$ cat src/rtl/control_turnos.sv
// -----------------------------------------------------------------------------
// control_turnos
//
// Turn sequencer and shot arbiter for the two 5x5 battleship boards.
// Cells are 2 bits: 00 water, 01 ship, 10 missed shot, 11 hit shot.
// The player path and the PC shot generator take turns. An accepted shot
// latches its target onto the read port, the returned cell is evaluated one
// cycle later, and the result is committed as a one-cycle write strobe on
// the opposing board. The block keeps per-side hit counts, pulses a board
// clear at game start and flags the winner.
//
// Optional feature macro: TURN_TIMEOUT_EN
//   defined   -> a player turn expires after TIMEOUT_CYCLES cycles without a
//                shot; timeout_o pulses and the turn passes to the PC.
//   undefined -> the player turn waits indefinitely; timeout_o stays 0.
//
// Ports
//   clk_i, rst_ni              clock (rising edge), async active-low reset
//   start_i                    one-cycle new-game pulse (IDLE/FIN only)
//   jug_valid_i/jug_ready_o    player shot handshake, target jug_row_i/jug_col_i
//   pc_valid_i/pc_ready_o      PC shot handshake, target pc_row_i/pc_col_i
//   rd_board_o/rd_row_o/rd_col_o  read address (board 0 player, 1 PC)
//   cell_rd_i                  combinational cell content at the read address
//   wr_en_o, wr_board_o, wr_row_o, wr_col_o, wr_data_o  write command
//   clear_boards_o             one-cycle pulse at game start
//   turno_o                    0 player turn, 1 PC turn
//   hits_jug_o, hits_pc_o      saturating hit counters
//   shot_err_o                 one-cycle pulse: shot rejected
//   timeout_o                  one-cycle pulse: player turn expired
//   game_over_o, ganador_o     end flag and winner (0 player, 1 PC)
// -----------------------------------------------------------------------------
module control_turnos #(
  parameter int N              = 5,
  parameter int SHIP_CELLS     = 3,
  parameter int TIMEOUT_CYCLES = 15
) (
  input  logic                              clk_i,
  input  logic                              rst_ni,
  input  logic                              start_i,
  input  logic                              jug_valid_i,
  output logic                              jug_ready_o,
  input  logic [2:0]                        jug_row_i,
  input  logic [2:0]                        jug_col_i,
  input  logic                              pc_valid_i,
  output logic                              pc_ready_o,
  input  logic [2:0]                        pc_row_i,
  input  logic [2:0]                        pc_col_i,
  output logic                              rd_board_o,
  output logic [2:0]                        rd_row_o,
  output logic [2:0]                        rd_col_o,
  input  logic [1:0]                        cell_rd_i,
  output logic                              wr_en_o,
  output logic                              wr_board_o,
  output logic [2:0]                        wr_row_o,
  output logic [2:0]                        wr_col_o,
  output logic [1:0]                        wr_data_o,
  output logic                              clear_boards_o,
  output logic                              turno_o,
  output logic [$clog2(SHIP_CELLS+1)-1:0]   hits_jug_o,
  output logic [$clog2(SHIP_CELLS+1)-1:0]   hits_pc_o,
  output logic                              shot_err_o,
  output logic                              timeout_o,
  output logic                              game_over_o,
  output logic                              ganador_o
);

  localparam int CW = $clog2(SHIP_CELLS + 1);

  typedef enum logic [2:0] {
    IDLE    = 3'd0,
    T_JUG   = 3'd1,
    CHK_JUG = 3'd2,
    T_PC    = 3'd3,
    CHK_PC  = 3'd4,
    FIN     = 3'd5
  } state_e;

  state_e          state_q, state_d;
  logic            rd_board_q, rd_board_d;
  logic [2:0]      rd_row_q, rd_row_d;
  logic [2:0]      rd_col_q, rd_col_d;
  logic            wr_en_q, wr_en_d;
  logic            wr_board_q, wr_board_d;
  logic [2:0]      wr_row_q, wr_row_d;
  logic [2:0]      wr_col_q, wr_col_d;
  logic [1:0]      wr_data_q, wr_data_d;
  logic            clear_q, clear_d;
  logic [CW-1:0]   hits_jug_q, hits_jug_d;
  logic [CW-1:0]   hits_pc_q, hits_pc_d;
  logic            shot_err_q, shot_err_d;
  logic            timeout_q, timeout_d;
  logic            game_over_q, game_over_d;
  logic            ganador_q, ganador_d;

  logic            tmo_expired;
  logic            is_pc;
  logic            out_of_range;
  logic [CW-1:0]   shooter_hits;
  logic [CW-1:0]   hits_inc;

  // ---------------------------------------------------------------------------
  // Player turn timer
  // ---------------------------------------------------------------------------
`ifdef TURN_TIMEOUT_EN
  localparam int TW = $clog2(TIMEOUT_CYCLES + 1);
  logic [TW-1:0] tmo_cnt_q, tmo_cnt_d;

  // Any state other than T_JUG zeroes the count, so every entry into T_JUG
  // (from start, from a finished PC turn or after a rejected shot) restarts it.
  always_comb begin
    tmo_cnt_d = '0;
    if (state_q == T_JUG) begin
      tmo_cnt_d = tmo_cnt_q + TW'(1);
    end
  end

  always_ff @(posedge clk_i or negedge rst_ni) begin
    if (!rst_ni) begin
      tmo_cnt_q <= '0;
    end else begin
      tmo_cnt_q <= tmo_cnt_d;
    end
  end

  // High during the last allowed cycle of the player turn.
  assign tmo_expired = (state_q == T_JUG) && (tmo_cnt_q == TW'(TIMEOUT_CYCLES - 1));
`else
  assign tmo_expired = 1'b0;
`endif

  // ---------------------------------------------------------------------------
  // Shot evaluation helpers (meaningful in CHK_JUG / CHK_PC)
  // ---------------------------------------------------------------------------
  assign is_pc        = (state_q == CHK_PC);
  assign out_of_range = (rd_row_q >= 3'(N)) || (rd_col_q >= 3'(N));
  assign shooter_hits = is_pc ? hits_pc_q : hits_jug_q;
  assign hits_inc     = (shooter_hits < CW'(SHIP_CELLS)) ? shooter_hits + CW'(1)
                                                        : shooter_hits;

  // ---------------------------------------------------------------------------
  // Next-state and registered-output logic
  // ---------------------------------------------------------------------------
  always_comb begin
    state_d     = state_q;
    rd_board_d  = rd_board_q;
    rd_row_d    = rd_row_q;
    rd_col_d    = rd_col_q;
    wr_en_d     = 1'b0;
    wr_board_d  = wr_board_q;
    wr_row_d    = wr_row_q;
    wr_col_d    = wr_col_q;
    wr_data_d   = wr_data_q;
    clear_d     = 1'b0;
    hits_jug_d  = hits_jug_q;
    hits_pc_d   = hits_pc_q;
    shot_err_d  = 1'b0;
    timeout_d   = 1'b0;
    game_over_d = game_over_q;
    ganador_d   = ganador_q;

    case (state_q)
      IDLE, FIN: begin
        if (start_i) begin
          clear_d     = 1'b1;
          hits_jug_d  = '0;
          hits_pc_d   = '0;
          game_over_d = 1'b0;
          ganador_d   = 1'b0;
          state_d     = T_JUG;
        end
      end

      T_JUG: begin
        // Acceptance takes priority over an expiry in the same cycle.
        if (jug_valid_i) begin
          rd_board_d = 1'b1;
          rd_row_d   = jug_row_i;
          rd_col_d   = jug_col_i;
          state_d    = CHK_JUG;
        end else if (tmo_expired) begin
          timeout_d = 1'b1;
          state_d   = T_PC;
        end
      end

      T_PC: begin
        if (pc_valid_i) begin
          rd_board_d = 1'b0;
          rd_row_d   = pc_row_i;
          rd_col_d   = pc_col_i;
          state_d    = CHK_PC;
        end
      end

      CHK_JUG, CHK_PC: begin
        if (out_of_range || cell_rd_i[1]) begin
          // Invalid or repeated target: the same side shoots again.
          shot_err_d = 1'b1;
          state_d    = is_pc ? T_PC : T_JUG;
        end else begin
          wr_en_d    = 1'b1;
          wr_board_d = rd_board_q;
          wr_row_d   = rd_row_q;
          wr_col_d   = rd_col_q;
          // Water becomes a miss (10), ship becomes a hit (11).
          wr_data_d  = {1'b1, cell_rd_i[0]};
          state_d    = is_pc ? T_JUG : T_PC;
          if (cell_rd_i[0]) begin
            if (is_pc) begin
              hits_pc_d = hits_inc;
            end else begin
              hits_jug_d = hits_inc;
            end
            if (hits_inc == CW'(SHIP_CELLS)) begin
              game_over_d = 1'b1;
              ganador_d   = is_pc;
              state_d     = FIN;
            end
          end
        end
      end

      default: begin
        state_d = IDLE;
      end
    endcase
  end

  always_ff @(posedge clk_i or negedge rst_ni) begin
    if (!rst_ni) begin
      state_q     <= IDLE;
      rd_board_q  <= 1'b0;
      rd_row_q    <= '0;
      rd_col_q    <= '0;
      wr_en_q     <= 1'b0;
      wr_board_q  <= 1'b0;
      wr_row_q    <= '0;
      wr_col_q    <= '0;
      wr_data_q   <= '0;
      clear_q     <= 1'b0;
      hits_jug_q  <= '0;
      hits_pc_q   <= '0;
      shot_err_q  <= 1'b0;
      timeout_q   <= 1'b0;
      game_over_q <= 1'b0;
      ganador_q   <= 1'b0;
    end else begin
      state_q     <= state_d;
      rd_board_q  <= rd_board_d;
      rd_row_q    <= rd_row_d;
      rd_col_q    <= rd_col_d;
      wr_en_q     <= wr_en_d;
      wr_board_q  <= wr_board_d;
      wr_row_q    <= wr_row_d;
      wr_col_q    <= wr_col_d;
      wr_data_q   <= wr_data_d;
      clear_q     <= clear_d;
      hits_jug_q  <= hits_jug_d;
      hits_pc_q   <= hits_pc_d;
      shot_err_q  <= shot_err_d;
      timeout_q   <= timeout_d;
      game_over_q <= game_over_d;
      ganador_q   <= ganador_d;
    end
  end

  // ---------------------------------------------------------------------------
  // Outputs
  // ---------------------------------------------------------------------------
  assign jug_ready_o    = (state_q == T_JUG);
  assign pc_ready_o     = (state_q == T_PC);
  assign turno_o        = (state_q == T_PC) || (state_q == CHK_PC);
  assign rd_board_o     = rd_board_q;
  assign rd_row_o       = rd_row_q;
  assign rd_col_o       = rd_col_q;
  assign wr_en_o        = wr_en_q;
  assign wr_board_o     = wr_board_q;
  assign wr_row_o       = wr_row_q;
  assign wr_col_o       = wr_col_q;
  assign wr_data_o      = wr_data_q;
  assign clear_boards_o = clear_q;
  assign hits_jug_o     = hits_jug_q;
  assign hits_pc_o      = hits_pc_q;
  assign shot_err_o     = shot_err_q;
  assign timeout_o      = timeout_q;
  assign game_over_o    = game_over_q;
  assign ganador_o      = ganador_q;

endmodule

$ cat config.mk
export PLATFORM = sky130hd
export DESIGN_NAME = control_turnos
export DESIGN_NICKNAME = d
export VERILOG_FILES = /design/src/rtl/control_turnos.sv
export SDC_FILE = /design/constraint.sdc
export NUM_CORES = 1
export LEC_CHECK = 0
export ABC_AREA = 1
export CAP_MARGIN = 25
export CELL_PAD_IN_SITES_DETAIL_PLACEMENT = 1
export CELL_PAD_IN_SITES_GLOBAL_PLACEMENT = 1
export CORE_MARGIN = 1.5
export CORE_UTILIZATION = 29
export DETAILED_ROUTE_END_ITERATION = 8
export PLACE_DENSITY = 0.83
export SLEW_MARGIN = 20
export SYNTH_ARGS = -nofsm -noshare
export SYNTH_HDL_FRONTEND = slang
export SYNTH_SLANG_ARGS = --single-unit
$ cat constraint.sdc
create_clock -name clk_i -period 1.3 [get_ports clk_i]
set_clock_uncertainty 0.1 [all_clocks]
set_input_delay 0.195 -clock clk_i [delete_from_list [all_inputs] [get_ports clk_i]]
set_output_delay 0.195 -clock clk_i [all_outputs]
set_load 0.1 [all_outputs]
Yosys cells after proc, flatten, opt, wreduce, memory -nomap -nowiden
Cells that the tools add are included.
- add/sub/neg operators: 1
- order comparisons: 3
- eq/ne operators: 14
- muxes and demuxes: 44
- bitwise logic cells: 1
- reductions and logical operators: 14
- operators by type and width (kind ; number):
    $mux 3 ; 10
    $mux 2 ; 11
    $ne 2x2->1 const B ; 8
    $mux 1 ; 15
    $reduce_and 5->1 ; 3
    $pmux 3 s2 ; 2
    $pmux 3 s4 ; 1
    $pmux 2 s2 ; 2
    $eq 3x2->1 const B ; 2
    $eq 3x3->1 const B ; 2
    $ge 3x3->1 const B ; 2
    $pmux 1 s2 ; 3
    $reduce_and 3->1 ; 2
    $reduce_bool 2->1 ; 2
    $reduce_or 2->1 ; 2
    $eq 3x1->1 const B ; 1
    $logic_not 3->1 ; 1
    $logic_or 1x1->1 ; 3
    $add 2x1->2 const B ; 1
    $eq 2x2->1 const B ; 1
    $lt 2x2->1 const B ; 1
    $reduce_and 2->1 ; 1
    $not 1->1 ; 1
- bits in registers: 28
- input bits: 19
- output and inout bits: 29

Depth between registers and ports, before layout
Gate-level depths: netlist (run 1).
- depth in word-level cells: 9
- gate-level depth with buffers: 10

Worst setup path after synthesis (run 1)
No wires, ideal clock.
- path kind: reg-to-reg
- start point: reg rd_row_q[1], in the netlist rd_row_o[1]
- end point: reg wr_data_q[1], in the netlist wr_data_o[1]
- arrival time: 1827 ps
- setup slack: -756 ps
- stages on the path, launching flop included: 6
- period minus slack after synthesis: 2056 ps
- cell sequence: dfrtp_1 -> o21ai_0 -> nand3b_1 -> nor2_4 -> buf_6 -> or2_2
- longest elaborated chain between the ends: 5
- RTL lines (item ; line ; source):
    start, declared ; 80 ; logic [2:0] rd_row_q, rd_row_d;
    start signal, assigned ; 250 ; rd_row_q <= rd_row_d;
    $ge 3x3->1 ; 135 ; assign out_of_range = (rd_row_q >= 3'(N)) || (rd_col_q >= 3'(N));
    $logic_or 1x1->1 ; 135 ;
    $logic_or 1x1->1 ; 196 ; if (out_of_range || cell_rd_i[1]) begin
    $not 1->1 (no line) ; n/a ;
    $reduce_and 2->1 (no line) ; n/a ;
    end signal, assigned ; 256 ; wr_data_q <= wr_data_d;
    end, declared ; 86 ; logic [1:0] wr_data_q, wr_data_d;
Every way passes these cells.
A chain may end at the register's enable or synchronous reset.

Worst setup path in the final report (run 1)
- start point: reg state_q[2]
- end point: reg hits_pc_q[0], in the netlist hits_pc_o[0]
- longest elaborated chain between the ends: 8
- elaborated cells on any way between the ends: 20
- RTL lines (item ; line ; source):
    start, declared ; 78 ; state_e state_q, state_d;
    start signal, assigned ; 248 ; state_q <= state_d;
    $eq 3x3->1 ; 134, 161 ;
    $mux 2 ; 136 ; assign shooter_hits = is_pc ? hits_pc_q : hits_jug_q;
    $add 2x1->2 / $lt 2x2->1 (equally long branches) ; 137 ; assign hits_inc = (shooter_hits < CW'(SHIP_CELLS)) ? shooter_hits + CW'(1)
    $mux 2 ; 137 ;
    $mux 2 ; 209 ; if (is_pc) begin
    $mux 2 ; 208 ; if (cell_rd_i[0]) begin
    $mux 2 ; 196 ;
    $pmux 2 s2 ; 161 ; case (state_q)
    end signal, assigned ; 259 ; hits_pc_q <= hits_pc_d;
    end, declared ; 89 ; logic [CW-1:0] hits_pc_q, hits_pc_d;
Parallel ways exist; a longest one is shown, timed or not. The select of a mux whose other input is x is not followed.

==> results of run 1 <==
-- sequential cells by signal (all words and copies together) (netlist names), 2 cells and up --
name and flops:
wr_row_o 3, hits_pc_o 2, state_q 3, hits_jug_o 2
rd_col_o 3, rd_row_o 3, wr_data_o 2, wr_col_o 3
-- layer usage --
metal  global-route usage, %  vias to the layer above  wire (microns)
met4                    9.43                        0             366
met3                    3.06                       27             366
met1                    34.8                      867            3180
met5                       0                        -               0
met2                    49.7                       89            4330
li1                        -                      738               -
-- placed cells by master (no fill, tap or decap), drive strengths merged, types with 2 or more instances in the layout --
cell / count
buf: 83
a21oi: 5
inv: 17
o21ai: 14
mux2i: 6
clkdlybuf4s50: 18
clkinvlp: 2
clkbuf: 4
dfrtp: 28
nor2: 12
nand3: 8
nand2: 69
-- per-stage QoR --
| step | setup slack (ns) | utilization (%) | instance area (sq um) | setup TNS, ns | hold WS, ns |
|---|---|---|---|---|---|
| CTS | -0.364 | 66.8 | 2990 | -8.88 | 0.177 |
| global route | -0.590 | 72.6 | 3250 | -15.22 | 0.225 |
| detailed placement | -0.413 | 54.5 | 2440 | -7.26 | 0.436 |
| floorplan | -0.419 | - | 1460 | -5.73 | -0.201 |
| finish | -0.579 | 72.6 | 3250 | -14.03 | 0.219 |
| global placement | -0.303 | 54.5 | 2440 | -5.28 | 0.420 |
-- cell type report --
cell class              instances  area [sq um]  area share [%]
flip-flops and latches         28           733            22.6
repair inverters                1          7.51           0.231
clock buffers                   3          41.3            1.27
inverters                      18          98.8            3.04
well taps                      52          65.1            2.00
clock inverters                 1          30.0           0.925
multi-input cells             120           962            29.6
repair buffers                102          1310            40.3
-- worst max-delay path: cells and delay by family (launching register included) --
| family | cells | cell delay (ns) |
|---|---|---|
| AO/OA/AOI/OAI | 1 | 0.31 |
| buffers and inverters | 2 | 0.28 |
| flip-flops | 1 | 0.53 |
| AND/OR/NAND/NOR | 5 | 0.58 |
-- worst max-delay path by stage --
stage	depth (start not counted)	startpoint	endpoint
after floorplan	6	rd_row_o[1]$_DFFE_PN0P_	hits_jug_o[0]$_DFFE_PN0P_
after global placement	6	cell_rd_i[1]	hits_pc_o[1]$_DFFE_PN0P_
after detailed placement	8	state_q[2]$_DFFE_PN0P_	state_q[2]$_DFFE_PN0P_
after CTS	5	state_q[2]$_DFFE_PN0P_	turno_o
after global routing	7	rd_col_o[1]$_DFFE_PN0P_	wr_row_o[0]$_DFFE_PN0P_
final	8	state_q[2]$_DFFE_PN0P_	hits_pc_o[0]$_DFFE_PN0P_
-- cell families (layout without fill, tap and decap cells) --
family | after synthesis | after routing | share of synthesized area, %
simple gates | 92 | 92 | 29.1
flops | 28 | 28 | 50.6
buf+inv | 22 | 125 | 7.14
compound gates | 21 | 21 | 8.58
mux | 6 | 6 | 4.34
other cells | 1 | 1 | 0.271
-- what timing repair did --
action,4_1_cts,5_1_grt
cloned,2,0
setup buffers,19,17
pin swaps,23,19
setup endpoints to repair,37,41
resized for setup,90,53
==> out/qor.yml, run 1 <==
critical_path:
  r2r_end: "hits_pc_o[0]$_DFFE_PN0P_"
  rrSetupSlack_ns: -0.58
  crit_path_start_kind: "register"
  rr_startpoint: "state_q[2]$_DFFE_PN0P_"
  crit_chain: "buf_6 -> nand2_4 -> inv_1 -> nand2_1 -> nand2_1 -> a21oi_1 -> nand3_1 -> nand2_1"
  crit_type: "register to register"
  cp_max_fo: 7
  r2r_cells: 8
  endpoint_kind: "register"
  cp_data_required_time_ns: 1.43
  slowest_delay_ns: 0.53
  critPathSlowestCell: "dfrtp_2"
  path_common_cell: "nand2_1"
  cp.arrival_ns: 2.01
run_status:
  violations: "negative setup slack"
  outcome: "finished, violations left"
global_routing:
  grt_use_total_pct: 27.8
  grt_first_pass_wirelength_microns: 10600
  grt_pass1_vias: 1839
  antenna_found_initial: 0
  grt.overflow.total: 0
  grt_max_degree: 29
yosys:
  synth_edf_count: 0
  yosys.area.top_type: "dfrtp_1"
  synth.area.top_cells: "dfrtp_1, nand2_1, mux2i_1, inv_1, o21ai_0"
  synth_ff_type: "dfrtp_1"
  yosys.area.top_type_share_pct: 50.6
  ys_seq_area_share_pct: 50.6
  synth_common_cells: "nand2_1, dfrtp_1, inv_1"
  async_flop_share_pct: 100
  syn_avg_cell_area_sq_um: 8.15
  netlist_area_sq_um: 1390
  synthCells: 170
  synthMostInstantiatedCell: "nand2_1"
  synth.distinct_cells: 24
  synth_nets: 189
  synth-seq-cells: 28
  ys_warn_count: 0
clock_network:
  cts_sinks: 28
  cts-buffers-inserted: 3
  insertion_delay_ns: 0.30
  cts.htree.levels: 1
  clockBufferDepth: 2
  ctsHoldBuffers: 0
  clkTransAtPathRegs_ns: 0.12
  tritoncts: "built"
  ctsRootBufferMaster: "clkbuf_8"
final_layout:
  final_cells: 325
  diodes: 0
  layout.nets: 293
  drive_gt1_share_pct: 65.9
  syn_to_final_growth_pct: 134
  num-fill-cells: 431
floorplanning:
  die_area_sq_um: 5200
  die_h_microns: 72.1
  start_util_pct: 31.0
  die_x_microns: 72.1
  fp-row-count: 24
  core_area_sq_um: 4470
  ioPinCount: 48
sta:
  post-route-period-util_pct: 145
  rsz0062_at_grt: "true"
  setup_viol: 38
  fin_ws_ns: -0.579
  hold_viol_final: 0
  min_period_ns: 1.88
  fmax_ghz: 0.532
  drv_slew: 0
drt:
  routed_wl_microns: 8240
  wl_per_cell_microns: 25.4
  dr_total_vias: 1721
  drt-initial-drc-count: 157
  first_pass_iters: 6
  drc_errors: 0
  ant_nets: 0
  avgViaCountPerCell: 5.30
placed_design:
  dp.cells: 289
  port_buffers: 46
  place_hpwl_microns: 3700
  place_congestion: 0.771
worst_hold_path:
  hold_path.class: "input pin to asynchronous set/reset pin"
job:
  cap_viol_max_count: 0
Power of run 1 is not shown: default switching activity piles up to over one toggle a cycle in this logic, so the estimate is an artifact.
==> run 2: changes to the inputs <==
- PLACE_DENSITY: 0.83 -> unset
- PLACE_DENSITY_LB_ADDON: unset -> 0.3
==> run 2 against run 1 <==
  * Non-clock buffer count down 13
  * First-iteration DRC count down 59%
  * Largest cell class unchanged
  * Wire length down 25%
  * Cell count down 4.3%
  * Highest routed layer unchanged
  * The run still ends with negative setup slack left
  * Core utilization down 7.9 points
==> out/qor.yml, run 2 (synthesis results as in run 1) <==
critical_path:
  crit_type: "register to register"
  rr_startpoint: "state_q[0]$_DFFE_PN0P_"
  critPathLaunch: "state_q[0]$_DFFE_PN0P_"
  rrSetupSlack_ns: -0.49
  r2r_end: "hits_pc_o[1]$_DFFE_PN0P_"
  cp_max_fo: 5
  cp_data_required_time_ns: 1.43
  crit_path_start_kind: "register"
  r2r_cells: 8
  cp.arrival_ns: 1.91
  endpoint_kind: "register"
placed_design:
  place_congestion: 0.781
  placed_area_sq_um: 2450
  place_hpwl_microns: 3160
  port_buffers: 46
sta:
  setup_viol: 36
  post-route-period-util_pct: 138
  drv_slew: 0
  hold_viol_final: 0
  fmax_ghz: 0.559
  min_period_ns: 1.79
  fin_ws_ns: -0.488
  rsz0062_at_grt: "true"
final_layout:
  diodes: 0
  final_cell_mix: "nand2_1, buf_12, buf_4"
  drive_gt1_share_pct: 50.2
  layout.nets: 279
  stdcell_area_sq_um: 2900
  layout_commonest_cell: "nand2_1"
  syn_to_final_growth_pct: 109
global_routing:
  antenna_found_initial: 0
  grt.overflow.total: 0
  grt_pass1_vias: 1598
  grt_max_degree: 29
  grt_first_pass_wirelength_microns: 8130
  grt_use_total_pct: 20.7
drt:
  first_pass_iters: 6
  dr_wl_met3_microns: 202
  ant_nets: 0
  wirelength_met1_microns: 2440
  avgViaCountPerCell: 4.94
  wl_per_cell_microns: 19.8
  routed_wl_microns: 6170
  dr_total_vias: 1537
  drc_errors: 0
  dr_wl_met2_microns: 3410
  top_layer: "met4"
  drt-initial-drc-count: 65
clock_network:
  cts-buffers-inserted: 3
  cts_sinks: 28
  ctsHoldBuffers: 0
  clockBufferDepth: 2
  clkTransAtPathRegs_ns: 0.12
  ctsRootBufferMaster: "clkbuf_8"
  tritoncts: "built"
  insertion_delay_ns: 0.29
  cts.htree.levels: 1
floorplanning:
  die_h_microns: 72.1
  start_util_pct: 31.0
  core_area_sq_um: 4470
  die_area_sq_um: 5200
  ioPinCount: 48
  die_x_microns: 72.1
  fp-row-count: 24
job:
  cap_viol_max_count: 0
run_status:
  outcome: "finished, violations left"
  violations: "negative setup slack"
worst_hold_path:
  hold_path.class: "input pin to asynchronous set/reset pin"
==> run 2: cell count changes in the layout (fill, tap and decap cells not counted), moves of 3 or more <==
cell,delta
buf_6,-13
dfrtp_1,+4
dfrtp_2,-4
inv_1,+4
inv_4,-4
mux2i_1,+3
nand2_1,+18
nand2_2,-7
nand2_4,-11
nor2_4,-3
o21ai_0,+3
o21ai_1,+3
o21ai_2,-5
==> run 2: timing repair <==
item	in CTS	in global routing
endpoints found under the setup margin	37	37
pin swaps	12	10
gates resized for setup	35	24
cloned	1	0
setup buffers	11	10
==> run 2: area by class of cell <==
cell class              count  area [sq um]
fillers                   453          1580
repair buffers             89          1170
multi-input cells         120           767
flip-flops and latches     28           728
inverters                  18          88.8
well taps                  52          65.1
clock buffers               3          41.3
clock inverters             1          30.0
==> run 2: how the worst max path moves through the flow <==
stage	endpoint
2_1_floorplan	hits_jug_o[0]$_DFFE_PN0P_
3_3_place_gp	game_over_o$_DFFE_PN0P_
3_5_place_dp	hits_jug_o[1]$_DFFE_PN0P_
4_1_cts	jug_ready_o
5_1_grt	state_q[2]$_DFFE_PN0P_
6_report	hits_pc_o[1]$_DFFE_PN0P_
==> run 2: critical path: stages (launching register included) <==
cell     delay [ns]
dfrtp_1        0.46
nor2_2         0.22
nand2_2        0.11
buf_4          0.17
nand2_1        0.12
nand2_2        0.13
a21oi_2        0.21
nand3_1        0.12
nand2_1        0.09
==> run 2: per-layer routing <==
metal,global-route usage (%),vias up
met1,24.8,766
met4,5.24,0
li1,-,719
met5,0,-
met3,2.64,12
met2,39.1,40
==> run 2: metrics by stage <==
step	setup TNS (ns)	hold slack, ns	instances	utilization (%)	setup slack, ns
finish	-12.24	0.161	311	64.7	-0.488
global route	-13.61	0.172	311	64.7	-0.559
CTS	-8.09	0.161	303	61.1	-0.362
detailed placement	-6.87	0.426	290	54.7	-0.404
global placement	-6.44	0.417	290	54.7	-0.368
floorplan	-5.73	-0.201	170	-	-0.419
Power of run 2 is left out for the same reason.
==> run 3: changes to the inputs <==
- SKIP_CTS_REPAIR_TIMING: unset -> 1
==> run 3 against run 2 <==
  * The run still ends with negative setup slack left
  * Core utilization rose by 2.0 points
  * Cell count is 2.3% higher
  * Setup slack improved by 0.036 ns
  * Die area unchanged
  * Design area grew 3.1%
  * Non-clock buffer count up 6
  * Via count grew 0.39%
  * Sequential cell count unchanged
  * Critical path depth shrank 3
  * Register-to-register slack better by 0.08 ns
==> out/qor.yml, run 3 (synthesis results as in run 1) <==
run_status:
  outcome: "finished, violations left"
  violations: "negative setup slack"
clock_network:
  cts-buffers-inserted: 3
  cts.htree.levels: 1
  clockBufferDepth: 2
  cts_sinks: 28
  clkTransAtPathRegs_ns: 0.11
  tritoncts: "built"
  ctsRootBufferMaster: "clkbuf_8"
  insertion_delay_ns: 0.30
critical_path:
  rr_startpoint: "state_q[2]$_DFFE_PN0P_"
  endpoint_kind: "primary output"
  r2r_end: "wr_data_o[1]$_DFFE_PN0P_"
  crit_type: "register to primary output"
  crit_path_start_kind: "register"
  cp.arrival_ns: 1.46
  cp_max_fo: 8
  rrSetupSlack_ns: -0.41
  r2r_cells: 8
  cp_data_required_time_ns: 1.00
global_routing:
  grt_first_pass_wirelength_microns: 6510
  antenna_found_initial: 0
  grt.overflow.total: 0
  grt_use_total_pct: 16.0
  grt_pass1_vias: 1412
  grt_max_degree: 29
sta:
  drv_slew: 0
  min_period_ns: 1.75
  post-route-period-util_pct: 135
  fin_ws_ns: -0.453
  rsz0062_at_grt: "true"
  setup_viol: 39
  holdWs_ns: 0.135
  fmax_ghz: 0.571
  hold_viol_final: 0
final_layout:
  diodes: 0
  multi_input_area_sq_um: 818
  final_cell_mix: "nand2_1, buf_4, buf_12"
  syn_to_final_growth_pct: 115
  layout.nets: 286
  drive_gt1_share_pct: 56.4
  stdcell_area_sq_um: 2980
  layout_commonest_cell: "nand2_1"
  num-fill-cells: 458
  regArea_sq_um: 729
floorplanning:
  start_util_pct: 31.0
  ioPinCount: 48
  core_area_sq_um: 4470
  die_h_microns: 72.1
  die_x_microns: 72.1
  die_area_sq_um: 5200
  fp-row-count: 24
drt:
  drt-initial-drc-count: 62
  wl_per_cell_microns: 19.0
  first_pass_iters: 4
  avgViaCountPerCell: 4.85
  ant_nets: 0
  drc_errors: 0
  routed_wl_microns: 6060
  dr_total_vias: 1543
placed_design:
  place_hpwl_microns: 3160
  port_buffers: 46
  place_congestion: 0.781
  placed_area_sq_um: 2450
worst_hold_path:
  hold_path.class: "input pin to asynchronous set/reset pin"
job:
  cap_viol_max_count: 0
-- run 3: worst max path at each step --
stage,startpoint,to,slack [ns],cells past startpoint
final,state_q[2]$_DFFE_PN0P_,jug_ready_o,-0.45,5
after global routing,rd_col_o[0]$_DFFE_PN0P_,hits_pc_o[1]$_DFFE_PN0P_,-0.49,7
after CTS,state_q[2]$_DFFE_PN0P_,turno_o,-0.54,4
after detailed placement,cell_rd_i[1],hits_jug_o[1]$_DFFE_PN0P_,-0.40,6
after global placement,cell_rd_i[1],game_over_o$_DFFE_PN0P_,-0.37,6
after floorplan,rd_row_o[1]$_DFFE_PN0P_,hits_jug_o[0]$_DFFE_PN0P_,-0.42,6
-- run 3: worst max-delay path, cell delays in order, from the launching register on --
cell and delay (ns):
dfrtp_2 0.52, nor2_4 0.16, nand2_2 0.09, buf_6 0.12, clkinvlp_4 0.09, buf_12 0.17
-- run 3: area by class of cell --
cell class              instances  area share [%]
repair inverters                1           0.252
repair buffers                 95            40.3
clock inverters                 1            1.01
well taps                      52            2.18
inverters                      18            2.98
multi-input cells             120            27.4
flip-flops and latches         28            24.4
clock buffers                   3            1.38
-- run 3: layer usage --
metal  up-vias  GRT usage (%)  routed length, microns
met5         -              0                       0
met4         0           4.40                     157
met3        11           2.22                     158
met2        35           27.1                    3200
met1       774           21.5                    2540
li1        723              -                       -
-- run 3: metrics by stage --
step                worst slack (ns)  setup TNS (ns)  std cells  utilization, %
detailed placement            -0.404           -6.87        290            54.7
global placement              -0.368           -6.44        290            54.7
finish                        -0.453          -10.45        318            66.7
global route                  -0.485          -12.62        318            66.7
floorplan                     -0.419           -5.73        170               -
CTS                           -0.536           -8.49        294            56.3
Power of run 3 is left out for the same reason.
